<file path="config.mk">
export PLATFORM = sky130hd
export DESIGN_NAME = vga_image_scanner_flat
export DESIGN_NICKNAME = d
export VERILOG_FILES = /design/src/rtl/vga_pkg.sv /design/src/rtl/vga_image_scanner_if.sv /design/src/rtl/vga_timing.sv /design/src/rtl/vga_image_scanner.sv /design/src/flat_wrapper.sv
export SDC_FILE = /design/constraint.sdc
export NUM_CORES = 1
export LEC_CHECK = 0
export CAP_MARGIN = 20
export CORE_ASPECT_RATIO = 1.75
export CORE_MARGIN = 2
export CORE_UTILIZATION = 57
export DETAILED_ROUTE_END_ITERATION = 12
export PLACE_DENSITY = 0.87
export SLEW_MARGIN = 20
export SYNTH_ARGS = -nofsm -noshare
export SYNTH_HDL_FRONTEND = slang
export SYNTH_HIERARCHICAL = 1
export SYNTH_SLANG_ARGS = --single-unit
export TNS_END_PERCENT = 10
</file>
<file path="constraint.sdc">
create_clock -name clk -period 10.79 [get_ports clk]
set_clock_uncertainty 0.05 [all_clocks]
set_input_delay 2.6975 -clock clk [delete_from_list [all_inputs] [get_ports clk]]
set_output_delay 2.6975 -clock clk [all_outputs]
set_load 0.05 [all_outputs]
</file>
<file path="src/rtl/vga_pkg.sv">
// Raster constants for 640x480@60 and the types shared by the image scanner files.
package vga_pkg;
   localparam int H_VIS   = 640;
   localparam int H_FP    = 16;
   localparam int H_SYNC  = 96;
   localparam int H_BP    = 48;
   localparam int H_TOTAL = H_VIS + H_FP + H_SYNC + H_BP;
   localparam int V_VIS   = 480;
   localparam int V_FP    = 10;
   localparam int V_SYNC  = 2;
   localparam int V_BP    = 33;
   localparam int V_TOTAL = V_VIS + V_FP + V_SYNC + V_BP;

   typedef logic [9:0]  hcount_t;
   typedef logic [9:0]  vcount_t;
   typedef logic [31:0] gpu_word_t;
   typedef logic [15:0] gpu_addr_t;

   localparam hcount_t H_LAST    = hcount_t'(H_TOTAL - 1);
   localparam hcount_t H_VIS_END = hcount_t'(H_VIS);
   localparam hcount_t H_SS      = hcount_t'(H_VIS + H_FP);
   localparam hcount_t H_SE      = hcount_t'(H_VIS + H_FP + H_SYNC);
   localparam vcount_t V_LAST    = vcount_t'(V_TOTAL - 1);
   localparam vcount_t V_VIS_END = vcount_t'(V_VIS);
   localparam vcount_t V_SS      = vcount_t'(V_VIS + V_FP);
   localparam vcount_t V_SE      = vcount_t'(V_VIS + V_FP + V_SYNC);
endpackage

</file>
<file path="src/rtl/vga_image_scanner_if.sv">
// Read-only GPU port between the CPU memories and the image scanner.
interface vga_image_scanner_if;
   import vga_pkg::*;

   gpu_word_t GPUData;
   gpu_word_t GPUDataRom;
   gpu_addr_t GPUAddress;

   modport master (output GPUAddress, input GPUData, input GPUDataRom);
   modport slave  (input GPUAddress, output GPUData, output GPUDataRom);
endinterface

</file>
<file path="src/rtl/vga_timing.sv">
// Pixel-tick divider plus 800x525 raster counters with raw sync and visible flags.
module vga_timing
   import vga_pkg::*;
#(
   parameter int CLK_DIV = 2
) (
   input  logic    clk,
   input  logic    rst,
   output logic    tick,
   output logic    pix_clk,
   output hcount_t h,
   output vcount_t v,
   output logic    hs_raw,
   output logic    vs_raw,
   output logic    vis_raw
);
   localparam int DW = (CLK_DIV > 1) ? $clog2(CLK_DIV) : 1;

   logic [DW-1:0] div, div_nxt;

   if (CLK_DIV < 2) begin : g_div_chk
      $error("vga_timing: CLK_DIV must be at least 2");
   end

   assign tick    = (div == DW'(CLK_DIV - 1));
   assign div_nxt = tick ? '0 : div + DW'(1);

   // pix_clk is registered from the next divider count so it stays glitch-free
   always_ff @(posedge clk or posedge rst) begin
      if (rst) begin
         div     <= '0;
         pix_clk <= 1'b0;
         h       <= '0;
         v       <= '0;
      end else begin
         div     <= div_nxt;
         pix_clk <= (div_nxt >= DW'(CLK_DIV / 2));
         if (tick) begin
            if (h == H_LAST) begin
               h <= '0;
               v <= (v == V_LAST) ? '0 : v + 1'b1;
            end else begin
               h <= h + 1'b1;
            end
         end
      end
   end

   assign hs_raw  = !((h >= H_SS) && (h < H_SE));
   assign vs_raw  = !((v >= V_SS) && (v < V_SE));
   assign vis_raw = (h < H_VIS_END) && (v < V_VIS_END);
endmodule

</file>
<file path="src/rtl/vga_image_scanner.sv">
// VGA scanner: raster timing, incremental image addressing and a 3-stage pixel pipeline
// (S0 counters, S1 address/flags, S2 data/outputs) that keeps pixels aligned with syncs.
module vga_image_scanner
   import vga_pkg::*;
#(
   parameter int         CLK_DIV  = 2,
   parameter int         IMG_W    = 100,
   parameter int         IMG_H    = 100,
   parameter int         SCALE_SH = 2,
   parameter int         X0       = 120,
   parameter int         Y0       = 40,
   parameter logic [7:0] BORDER   = 8'h00
) (
   input  logic                       clk,
   input  logic                       rst,
   input  logic                       src_sel,
   vga_image_scanner_if.master        gpu,
   output logic                       vga_clk,
   output logic                       vga_hs,
   output logic                       vga_vs,
   output logic                       vga_blank_n,
   output logic [7:0]                 vga_r,
   output logic [7:0]                 vga_g,
   output logic [7:0]                 vga_b,
   output logic                       frame_start
);
   localparam int SUB = 1 << SCALE_SH;
   localparam int SW  = SCALE_SH + 1;
   localparam hcount_t WX0 = hcount_t'(X0);
   localparam hcount_t WX1 = hcount_t'(X0 + (IMG_W << SCALE_SH));
   localparam hcount_t WXL = hcount_t'(X0 + (IMG_W << SCALE_SH) - 1);
   localparam vcount_t WY0 = vcount_t'(Y0);
   localparam vcount_t WY1 = vcount_t'(Y0 + (IMG_H << SCALE_SH));
   localparam logic [SW-1:0] SUB_LAST = SW'(SUB - 1);
   localparam gpu_addr_t ROW_STEP = gpu_addr_t'(IMG_W);

   if (IMG_W * IMG_H > 16384) begin : g_size_chk
      $error("vga_image_scanner: IMG_W*IMG_H exceeds 16384");
   end

   function automatic logic [7:0] pix_sel(input logic vld, input logic win, input logic src,
                                          input logic [7:0] ram_px, input logic [7:0] rom_px);
      if (!vld) return 8'h00;
      if (!win) return BORDER;
      return src ? rom_px : ram_px;
   endfunction

   logic    tick, pix_clk, hs_raw, vs_raw, vis_raw;
   hcount_t h;
   vcount_t v;

   vga_timing #(.CLK_DIV(CLK_DIV)) u_timing (
      .clk     (clk),
      .rst     (rst),
      .tick    (tick),
      .pix_clk (pix_clk),
      .h       (h),
      .v       (v),
      .hs_raw  (hs_raw),
      .vs_raw  (vs_raw),
      .vis_raw (vis_raw)
   );

   logic          frame_top, in_win, src_lat;
   gpu_addr_t     row_base, col, rb_cur, col_cur;
   logic [SW-1:0] sx, sy, sx_cur, sy_cur;

   // The "_cur" values apply frame-top and row-start restarts in the same tick they occur
   assign frame_top = (h == '0) && (v == '0);
   assign in_win    = (h >= WX0) && (h < WX1) && (v >= WY0) && (v < WY1);
   assign rb_cur    = frame_top ? '0 : row_base;
   assign sy_cur    = frame_top ? '0 : sy;
   assign sx_cur    = (h == WX0) ? '0 : sx;
   assign col_cur   = (h == WX0) ? '0 : col;

   always_ff @(posedge clk or posedge rst) begin
      if (rst) begin
         src_lat     <= 1'b0;
         frame_start <= 1'b0;
      end else begin
         frame_start <= tick && frame_top;
         if (tick && frame_top) src_lat <= src_sel;
      end
   end

   // S0 -> S1: register address and raster flags
   gpu_addr_t addr_p1;
   logic      in_win_p1, vld_p1, hs_p1, vs_p1;

   always_ff @(posedge clk or posedge rst) begin
      if (rst) begin
         addr_p1   <= '0;
         row_base  <= '0;
         col       <= '0;
         sx        <= '0;
         sy        <= '0;
         in_win_p1 <= 1'b0;
         vld_p1    <= 1'b0;
         hs_p1     <= 1'b1;
         vs_p1     <= 1'b1;
      end else if (tick) begin
         in_win_p1 <= in_win;
         vld_p1    <= vis_raw;
         hs_p1     <= hs_raw;
         vs_p1     <= vs_raw;
         row_base  <= rb_cur;
         sy        <= sy_cur;
         if (in_win) begin
            addr_p1 <= rb_cur + col_cur;
            sx      <= (sx_cur == SUB_LAST) ? '0 : sx_cur + 1'b1;
            col     <= (sx_cur == SUB_LAST) ? col_cur + 1'b1 : col_cur;
            if (h == WXL) begin
               if (sy_cur == SUB_LAST) begin
                  sy       <= '0;
                  row_base <= rb_cur + ROW_STEP;
               end else begin
                  sy <= sy_cur + 1'b1;
               end
            end
         end
      end
   end

   assign gpu.GPUAddress = addr_p1;

   // S1 -> S2: capture memory data, drive pixel and syncs
   logic [7:0] rgb_p2;
   logic       hs_p2, vs_p2, vld_p2;

   always_ff @(posedge clk or posedge rst) begin
      if (rst) begin
         rgb_p2 <= 8'h00;
         hs_p2  <= 1'b1;
         vs_p2  <= 1'b1;
         vld_p2 <= 1'b0;
      end else if (tick) begin
         rgb_p2 <= pix_sel(vld_p1, in_win_p1, src_lat, gpu.GPUData[7:0], gpu.GPUDataRom[7:0]);
         hs_p2  <= hs_p1;
         vs_p2  <= vs_p1;
         vld_p2 <= vld_p1;
      end
   end

   logic unused_hi;
   assign unused_hi = ^{gpu.GPUData[31:8], gpu.GPUDataRom[31:8]};

   assign vga_clk     = pix_clk;
   assign vga_hs      = hs_p2;
   assign vga_vs      = vs_p2;
   assign vga_blank_n = vld_p2;
   assign vga_r       = rgb_p2;
   assign vga_g       = rgb_p2;
   assign vga_b       = rgb_p2;
endmodule

</file>
<file path="src/flat_wrapper.sv">
// flat-port wrapper written by rule: the top's interface ports become plain ports
module vga_image_scanner_flat import vga_pkg::*;
#(
   parameter int         CLK_DIV  = 2,
   parameter int         IMG_W    = 100,
   parameter int         IMG_H    = 100,
   parameter int         SCALE_SH = 2,
   parameter int         X0       = 120,
   parameter int         Y0       = 40,
   parameter logic [7:0] BORDER   = 8'h00
)
  (clk, rst, src_sel, vga_clk, vga_hs, vga_vs, vga_blank_n, vga_r, vga_g, vga_b, frame_start, gpu_GPUAddress, gpu_GPUData, gpu_GPUDataRom);
  vga_image_scanner_if gpu_i ();
  input  logic clk;
  input  logic rst;
  input  logic src_sel;
  output logic vga_clk;
  output logic vga_hs;
  output logic vga_vs;
  output logic vga_blank_n;
  output logic [7:0] vga_r;
  output logic [7:0] vga_g;
  output logic [7:0] vga_b;
  output logic frame_start;
  output wire logic [$bits(gpu_i.GPUAddress)-1:0] gpu_GPUAddress;
  input wire logic [$bits(gpu_i.GPUData)-1:0] gpu_GPUData;
  input wire logic [$bits(gpu_i.GPUDataRom)-1:0] gpu_GPUDataRom;
  assign gpu_GPUAddress = gpu_i.GPUAddress;
  assign gpu_i.GPUData = gpu_GPUData;
  assign gpu_i.GPUDataRom = gpu_GPUDataRom;
  vga_image_scanner #(.CLK_DIV(CLK_DIV), .IMG_W(IMG_W), .IMG_H(IMG_H), .SCALE_SH(SCALE_SH), .X0(X0), .Y0(Y0), .BORDER(BORDER)) u_core (.clk(clk), .rst(rst), .src_sel(src_sel), .gpu(gpu_i), .vga_clk(vga_clk), .vga_hs(vga_hs), .vga_vs(vga_vs), .vga_blank_n(vga_blank_n), .vga_r(vga_r), .vga_g(vga_g), .vga_b(vga_b), .frame_start(frame_start));
endmodule
</file>
==> reports/results.txt <==
result of the run: completed
DRC: 0
leading cell type in the layout, fill and taps excluded: nand2_1
post-CTS clock slew at the launch and capture registers of the worst setup and hold paths: 0.06 ns
residual overflow from global routing: 0
clock tree from TritonCTS: yes
crit path max-delay cell type: clkdlybuf4s50_1
via count: 4902
antenna violations before repair: 0
Post-CTS Resized: 0
met1 routing resource usage after global routing: 29.7%
post-synthesis cell type with the largest combined area: dfrtp_1
worst min-delay path class: reg2reg
height of the chip: 137 µm
Syn Std Cell Area: 5740 µm²
TritonCTS Sinks: 92
H-tree depth: 3
number of fill cells in the layout: 779
Yosys top cell area share: 38.4%
Tot GR Track Use: 27.1%
number of cells traversed by the worst hold path: 2
layer with the highest usage after global routing: met2
fin cells: 788
warning count from the yosys run: 6
detailed-route wire length: 14100 µm
synthesized instance count: 624
number of setup buffers added after CTS: 0
category of the critical setup timing path: reg2out
met3 demand-to-capacity share in global routing: 4.09%
Longest Clk Path Bufs: 2
Final HPWL DP: 10100 µm
synthesized area per cell: 9.19 µm²
total number of nets in the final design: 744
number of global-route vias before repair: 4951
wire length per cell after detailed routing: 17.8 µm
data required time of the critical path: 8.04 ns
Area contributors post-synth: dfrtp_1, nand2_1, xnor2_1
chain of cells forming the critical path: clkdlybuf4s50_1
highest-count cells in the layout ignoring fill and taps: nand2_1, dfrtp_1, clkdlybuf4s50_1
final max-slew violation count: 0
area grow syn2layout: 15.2%
Final GP Congestion: 0.977
number of cells on the critical path: 1
met2 GRT Util: 47.4%
fraction of final layout cells with drive strength greater than 1: 7.69%
worst slew pin tran: 0.915 ns
Floorplan Core Area: 9850 µm²
number of nets with antenna violations after routing: 0
Critical Path End Type: output port
min Tclk post-route: 4.85 ns
first-pass GRT wire length: 23200 µm
distinct cell type count of the synthesized netlist: 73
total count of hold-check failures in the final report: 0
number of hold buffers added after cts: 0
ys async rst share: 100%
register bit total from synthesis: 92
kind of cell adding the most delay to the critical path: buffers and inverters
setup repair after global routing missed its margin: false
headroom to the max-slew limit: 39.0%
I/O pin count: 112
clock buffers created by TritonCTS: 9
buffers plus inverters on the worst setup path: 1
reported max-cap violation count: 0
category of the worst setup path launch point: flip-flop
Total Neg Setup Slack: 0 ns
iteration-0 DRC count of the detailed router: 454
site row count: 48
number of detailed-route iterations in the first pass: 6
clock root buffer: clkbuf_16
overall die area: 10900 µm²
arrival time at the worst endpoint: 2.10 ns
reported leakage power: 0.00293 µW
placed cell count: 772
f_max: 206 MHz
# diodes: 0
power density over the cells: 104 nW/µm²
cells on worst reg2reg path: 13
effective utilization at floorplan: 58.2%
setup ws final: 5.94 ns
net count after synthesis: 710
peak per-stage delay on the critical path: 0.94 ns
setup slack at placement: 6.12 ns
main flop type after synthesis: dfrtp_1
largest net degree at the start of global routing: 72
number of enable flip-flop cells after synthesis: 0
portion of the clock cycle consumed by the worst path in the final layout: 45.0%
horizontal die dimension: 79.8 µm
largest fanout on the critical path: 22
fraction of the yosys area taken by sequential cells: 40.2%
detailed-route vias per instance: 6.22
clock latency on the worst-skew pair: 0.35 ns
worst vdd ir: 0.105 mV
# port buffers: 63
setup violators final: 0
[synth_stat cells, drive strengths merged (9+ instances only)]
cell / number
nand2: 92
dfrtp: 88
o21ai: 46
nor2: 30
xnor2: 29
buf: 28
nand3: 26
a21oi: 25
and2: 24
nand4: 20
inv: 19
ha: 18
mux2i: 16
xor2: 16
clkbuf: 15
a21o: 12
nor3: 12
and3: 9
mux2: 9
nor4: 9
[path summary, 6_finish.rpt]
kind / start / to / slack (ns)
worst min register to register: u_core/gpu.GPUAddress[0] / u_core/gpu.GPUAddress[0] / 0.42
max in group asynchronous: rst / u_core/col[2] / 7.16
worst max-delay path: u_core/u_timing/tick / vga_clk / 5.94
min in group asynchronous: rst / u_core/u_timing/h[4] / 2.81
worst max register to register: u_core/u_timing/h[6] / u_core/gpu.GPUAddress[15] / 5.99
worst min-delay path: u_core/gpu.GPUAddress[0] / u_core/gpu.GPUAddress[0] / 0.42
[area by class of cell]
| type | count | area, µm² | area share (%) |
|---|---|---|---|
| Timing Repair Buffer | 66 | 653 | 9.88 |
| Multi-Input combinational cell | 470 | 3110 | 47.0 |
| Sequential cell | 92 | 2310 | 34.9 |
| Tap cell | 125 | 156 | 2.37 |
| Clock buffer | 11 | 253 | 3.83 |
| Inverter | 19 | 71.3 | 1.08 |
| Clock inverter | 5 | 60.1 | 0.909 |
[metal layers]
layer | wire length (µm) | up-vias | part of all wire, %
li1 | - | 2271 | -
met1 | 5080 | 2356 | 36
met2 | 7390 | 203 | 53
met3 | 670 | 72 | 4.8
met4 | 921 | 0 | 6.6
met5 | 0 | - | 0
[stage by stage]
| stage | instance area [µm²] | util [%] | hold WS (ns) | power [µW] |
|---|---|---|---|---|
| floorplan | 5740 | - | 0.387 | 359 |
| global placement | 6290 | 63.9 | 0.405 | 368 |
| detailed placement | 6290 | 63.9 | 0.413 | 369 |
| CTS | 6610 | 67.1 | 0.428 | 695 |
| global route | 6610 | 67.1 | 0.448 | 706 |
| finish | 6610 | 67.1 | 0.422 | 687 |
[power by group]
part	total, µW	leakage (µW)	switching, µW	internal, µW
Clock	326	0.000152	133	192
Combinational	15.8	0.00153	8.28	7.48
Sequential	346	0.00124	0.757	345
[cells by family (layout without fill, tap and decap cells)]
logic type      count (synthesis)  in the layout  share of synthesized area (%)
compound gates                131            131                           15.4
mux                            25             25                           4.56
fa+ha+maj                      21             21                           4.62
flops                          92             92                           40.2
buf+inv                        62            101                           5.71
simple gates                  248            248                           22.5
xor+xnor                       45             45                           7.00
[flip-flops by register name, indices dropped and copies added (netlist names), 3 cells and up]
register / cells
u_core/col: 16
u_core/gpu.GPUAddress: 16
u_core/row_base: 16
u_core/sx: 3
u_core/sy: 3
u_core/u_timing/h: 10
u_core/u_timing/v: 10
u_core/vga_b: 8
No activity file was read; power rests on OpenSTA's default activity.
